### config.mk
export PLATFORM = sky130hd
export DESIGN_NAME = uart_writer
export DESIGN_NICKNAME = d
export VERILOG_FILES = /design/src/rtl/uart_writer.sv
export SDC_FILE = /design/constraint.sdc
export NUM_CORES = 1
export LEC_CHECK = 0
export CORE_MARGIN = 2
export CORE_UTILIZATION = 36
export CTS_CLUSTER_SIZE = 12
export DETAILED_ROUTE_END_ITERATION = 10
export HOLD_SLACK_MARGIN = 0.15
export PLACE_DENSITY = 0.77
export SYNTH_ARGS = -nofsm -noshare
export SYNTH_HDL_FRONTEND = slang
export SYNTH_SLANG_ARGS = --single-unit
### constraint.sdc
create_clock -name clk -period 2.2 [get_ports clk]
set_input_delay 0.33 -clock clk [delete_from_list [all_inputs] [get_ports clk]]
set_output_delay 0.33 -clock clk [all_outputs]
set_load 0.02 [all_outputs]
### src/rtl/uart_writer.sv
// UART transmit writer: decodes CPU stores to the TX-data register and
// buffers the low byte in a 4-deep FIFO that feeds the UART transmitter.
module uart_writer (
  input  logic        clk,
  input  logic        rst,
  input  logic [31:0] addr,
  input  logic        store,
  input  logic [31:0] wdata,
  output logic [7:0]  DataIn,
  output logic        DataInValid,
  input  logic        DataInReady,
  output logic        TxReady,
  output logic        stall,
  output logic        isUARTStore
);

  logic [7:0] fifoMem_q [4];
  logic [1:0] wrPtr_q, wrPtr_d;
  logic [1:0] rdPtr_q, rdPtr_d;
  logic [2:0] count_q, count_d;
  logic       full, empty, push, pop;
  logic       unusedBits;

  // Only the TX-data register in the UART window is decoded; word aligned.
  assign isUARTStore = store && (addr[31:28] == 4'b1000) && (addr[3:0] == 4'b1000);
  assign unusedBits  = ^{wdata[31:8], addr[27:4]};

  assign full  = (count_q == 3'd4);
  assign empty = (count_q == 3'd0);
  assign push  = isUARTStore && !full;
  assign pop   = !empty && DataInReady;

  assign stall       = isUARTStore && full;
  assign TxReady     = !full;
  assign DataInValid = !empty;
  assign DataIn      = fifoMem_q[rdPtr_q];

  always_comb begin
    wrPtr_d = wrPtr_q;
    rdPtr_d = rdPtr_q;
    count_d = count_q;
    if (push) wrPtr_d = wrPtr_q + 2'd1;
    if (pop)  rdPtr_d = rdPtr_q + 2'd1;
    case ({push, pop})
      2'b10:   count_d = count_q + 3'd1;
      2'b01:   count_d = count_q - 3'd1;
      default: count_d = count_q;
    endcase
  end

  always_ff @(posedge clk) begin
    if (rst) begin
      wrPtr_q <= 2'd0;
      rdPtr_q <= 2'd0;
      count_q <= 3'd0;
    end else begin
      wrPtr_q <= wrPtr_d;
      rdPtr_q <= rdPtr_d;
      count_q <= count_d;
    end
  end

  // Storage needs no reset; a store landing in the reset cycle is dropped.
  always_ff @(posedge clk) begin
    if (push && !rst) fifoMem_q[wrPtr_q] <= wdata[7:0];
  end

endmodule

==> results.cfg <==
[grt]
groute.usage.overall_pct = 13.4
grt_antenna_before_repair = 0
globalRoute.totalOverflow = 0
grt_pass1_vias = 1066
maximum_number_of_pins_on_one_net_before_global_route_repair = 14
grt_first_pass_wirelength_um = 5140

[timing]
timing.slew.headroom_pct = 70.1
setup-tns-final_ns = 0
setup_violations = 0
final-max-slew-violation-count = 0
grt_setup_unrepaired = yes
report.final.hold_viol_count = 0
skew_ns = 0.00940
fmax_mhz = 464
worst_margin_slew_ns = 0.443
layout_worst_path_cycle_share_pct = 97.9
min_period_ns = 2.15

[power]
power.density_cell_area_mw_per_mm2 = 588
post_route_total_power_mw = 1.36
peakVddDrop_uv = 286
cellLeakagePower_nw = 0.869

[synthesis]
synth_simple_gate_area_share_pct = 8.49
synth_edf_count = 32
compound_gate_fraction_of_synth_area_pct = 2.01
synth.mux.area_fraction_pct = 12.2
synth_cell_type_count = 27
yosys_register_bits = 41
synth_area_leaders = edfxtp_1, dfxtp_1, mux4_2
postSynth.asyncResetShare_pct = 0
syn_area_per_cell_um2 = 17.0
synth-adder-area-share_pct = 4.92
post_synth_xor_area_fraction_pct = 2.09
synthDominantAreaCellType = edfxtp_1
synth_warn = 0
combinational_family_with_the_most_area_after_synthesis = multiplexers
synth.cell_area_mm2 = 0.00168
post-synth-top-area-fraction_pct = 57.2
synth_sequential_area_ratio_pct = 68.0
synth_ff_type = edfxtp_1
syn-num-nets = 173
post_synth_inst_count = 99

[routing]
vias_per_cell = 4.86
firstDrtPassIters = 2
via_count = 977
detail-route-antenna-nets = 0
drc = 0
detail_route.wirelength_um = 3060
routed_wire_length_per_instance_um = 15.2
first_iteration_detailed_routing_drc_count = 53

[floorplan]
dieWidth_um = 72.3
die-height_um = 72.3
floorplan.io_pins = 80
floorplan.initialDensity_pct = 38.0
placementRows = 24
floorplan.core_area_mm2 = 0.00441
die_area_mm2 = 0.00523

[setup_path]
worst_path_max_fanout = 3
path_class = reg2reg
worst-endpoint-arrival_ns = 2.38
worstSetupEndpointType = flip-flop
rr_worst_depth = 9
cp.required_ns = 2.43
worst_setup_path_start_kind = flip-flop

[placement]
io_buffer_count = 31
placed_cells = 192
gp_routability_congestion = 0.759
post-dp-hpwl_um = 2120

[cells_and_area]
post-route-util_pct = 52.4
mostFrequentLayoutCells = edfxtp_1, clkdlybuf4s50_1, buf_4
layout.cells.non_filler = 201
finish.net_count = 222
drive_gt1_share_pct = 30.9
area_delta_synth_final_pct = 37.6
layout.cells.most_common = edfxtp_1
n_antenna_cell = 0

[hold_path]
worst_hold_path_cells = 2
holdCritPathClass = reg2reg

[clock_tree]
clock-sinks = 41
cts_hold_buf = 0
tritoncts = yes
cts_htree_levels = 2
cts_inserted_buffers = 5
cts.clk_slew.worst_paths_ns = 0.07
clk_path_buf_depth = 2
clock_latency_ns = 0.30
clk_root_buffer_cell = clkbuf_8

[outcome]
outcome = complete, no violations

[job]
cap_viol_max_count = 0
-- cell type report --
| class | instances | area (um2) |
|---|---|---|
| fillers | 360 | 2100 |
| flip-flops and latches | 41 | 1140 |
| multi-input cells | 48 | 534 |
| repair buffers | 45 | 452 |
| clock buffers | 5 | 68.8 |
| well taps | 52 | 65.1 |
| inverters | 7 | 28.8 |
| clock inverters | 3 | 17.5 |
-- sequential cells by signal, summed over array words and instances, names as in the netlist, named ones only --
register / count
rdPtr_q: 2
wrPtr_q: 2
count_q: 3
fifoMem_q: 32
-- critical path, stage by stage (launching register included) --
cell	delay, ns
dfxtp_2	0.32
or3b_4	0.40
and4_4	0.19
inv_4	0.06
ha_4	0.12
inv_2	0.04
fa_2	0.34
xor2_2	0.16
or3_4	0.33
a21oi_2	0.13
-- metrics by stage --
stage,hold slack [ns],instance area [um2],setup WS [ns]
after global routing,0.552,2310,-0.0306
after CTS,0.525,2260,0.00205
after floorplan,0.429,1700,-0.00308
after global placement,0.494,2180,-0.262
final,0.522,2310,0.0452
after detailed placement,0.515,2180,-0.284
-- metal layers --
metal / vias up / track usage, % / part of all wire, %
met5: - / 0 / 0
li1: 466 / - / -
met4: 0 / 6.50 / 2.8
met1: 463 / 15.7 / 39
met3: 9 / 5.28 / 6.4
met2: 39 / 21.6 / 52
-- kinds of logic (layout without fill, tap and decap cells) --
family | Yosys count | after routing
AO/OA/AOI/OAI | 5 | 5
buffers and inverters | 10 | 60
multiplexers | 10 | 10
AND/OR/NAND/NOR | 23 | 23
XOR/XNOR | 4 | 4
flip-flops | 41 | 41
adder cells (fa/ha/maj) | 6 | 6
-- path summary, 6_finish.rpt --
| check | startpoint | slack, ns | endpoint |
|---|---|---|---|
| worst max-delay path | count_q[1] | 0.05 | count_q[2] |
| worst min-delay path | wrPtr_q[1] | 0.52 | wrPtr_q[1] |
| worst max register to register | count_q[1] | 0.05 | count_q[2] |
| worst min register to register | wrPtr_q[1] | 0.52 | wrPtr_q[1] |
-- what timing repair did --
action / CTS / global route
setup buffers: 0 / 1
pin swaps: 0 / 5
endpoints found under the hold margin: 0 / 0
endpoints found under the setup margin: 1 / 10
resized for setup: 1 / 14
-- power by group --
| group | total [mW] | switching (mW) | leakage [nW] | internal [mW] |
|---|---|---|---|---|
| clock network | 0.473 | 0.254 | 0.0455 | 0.219 |
| registers | 0.833 | 0.000211 | 0.361 | 0.832 |
| logic | 0.0532 | 0.0179 | 0.462 | 0.0353 |
| total | 1.36 | 0.272 | 0.869 | 1.09 |
-- Yosys cell counts, types with 2 or more instances --
master,number
nor3b_1,4
mux4_2,8
or3_2,2
a21oi_1,2
inv_1,7
xor2_1,3
ha_1,5
edfxtp_1,32
nand2b_1,2
nor2_1,9
dfxtp_1,9
Power figures use the tool's default switching activity.
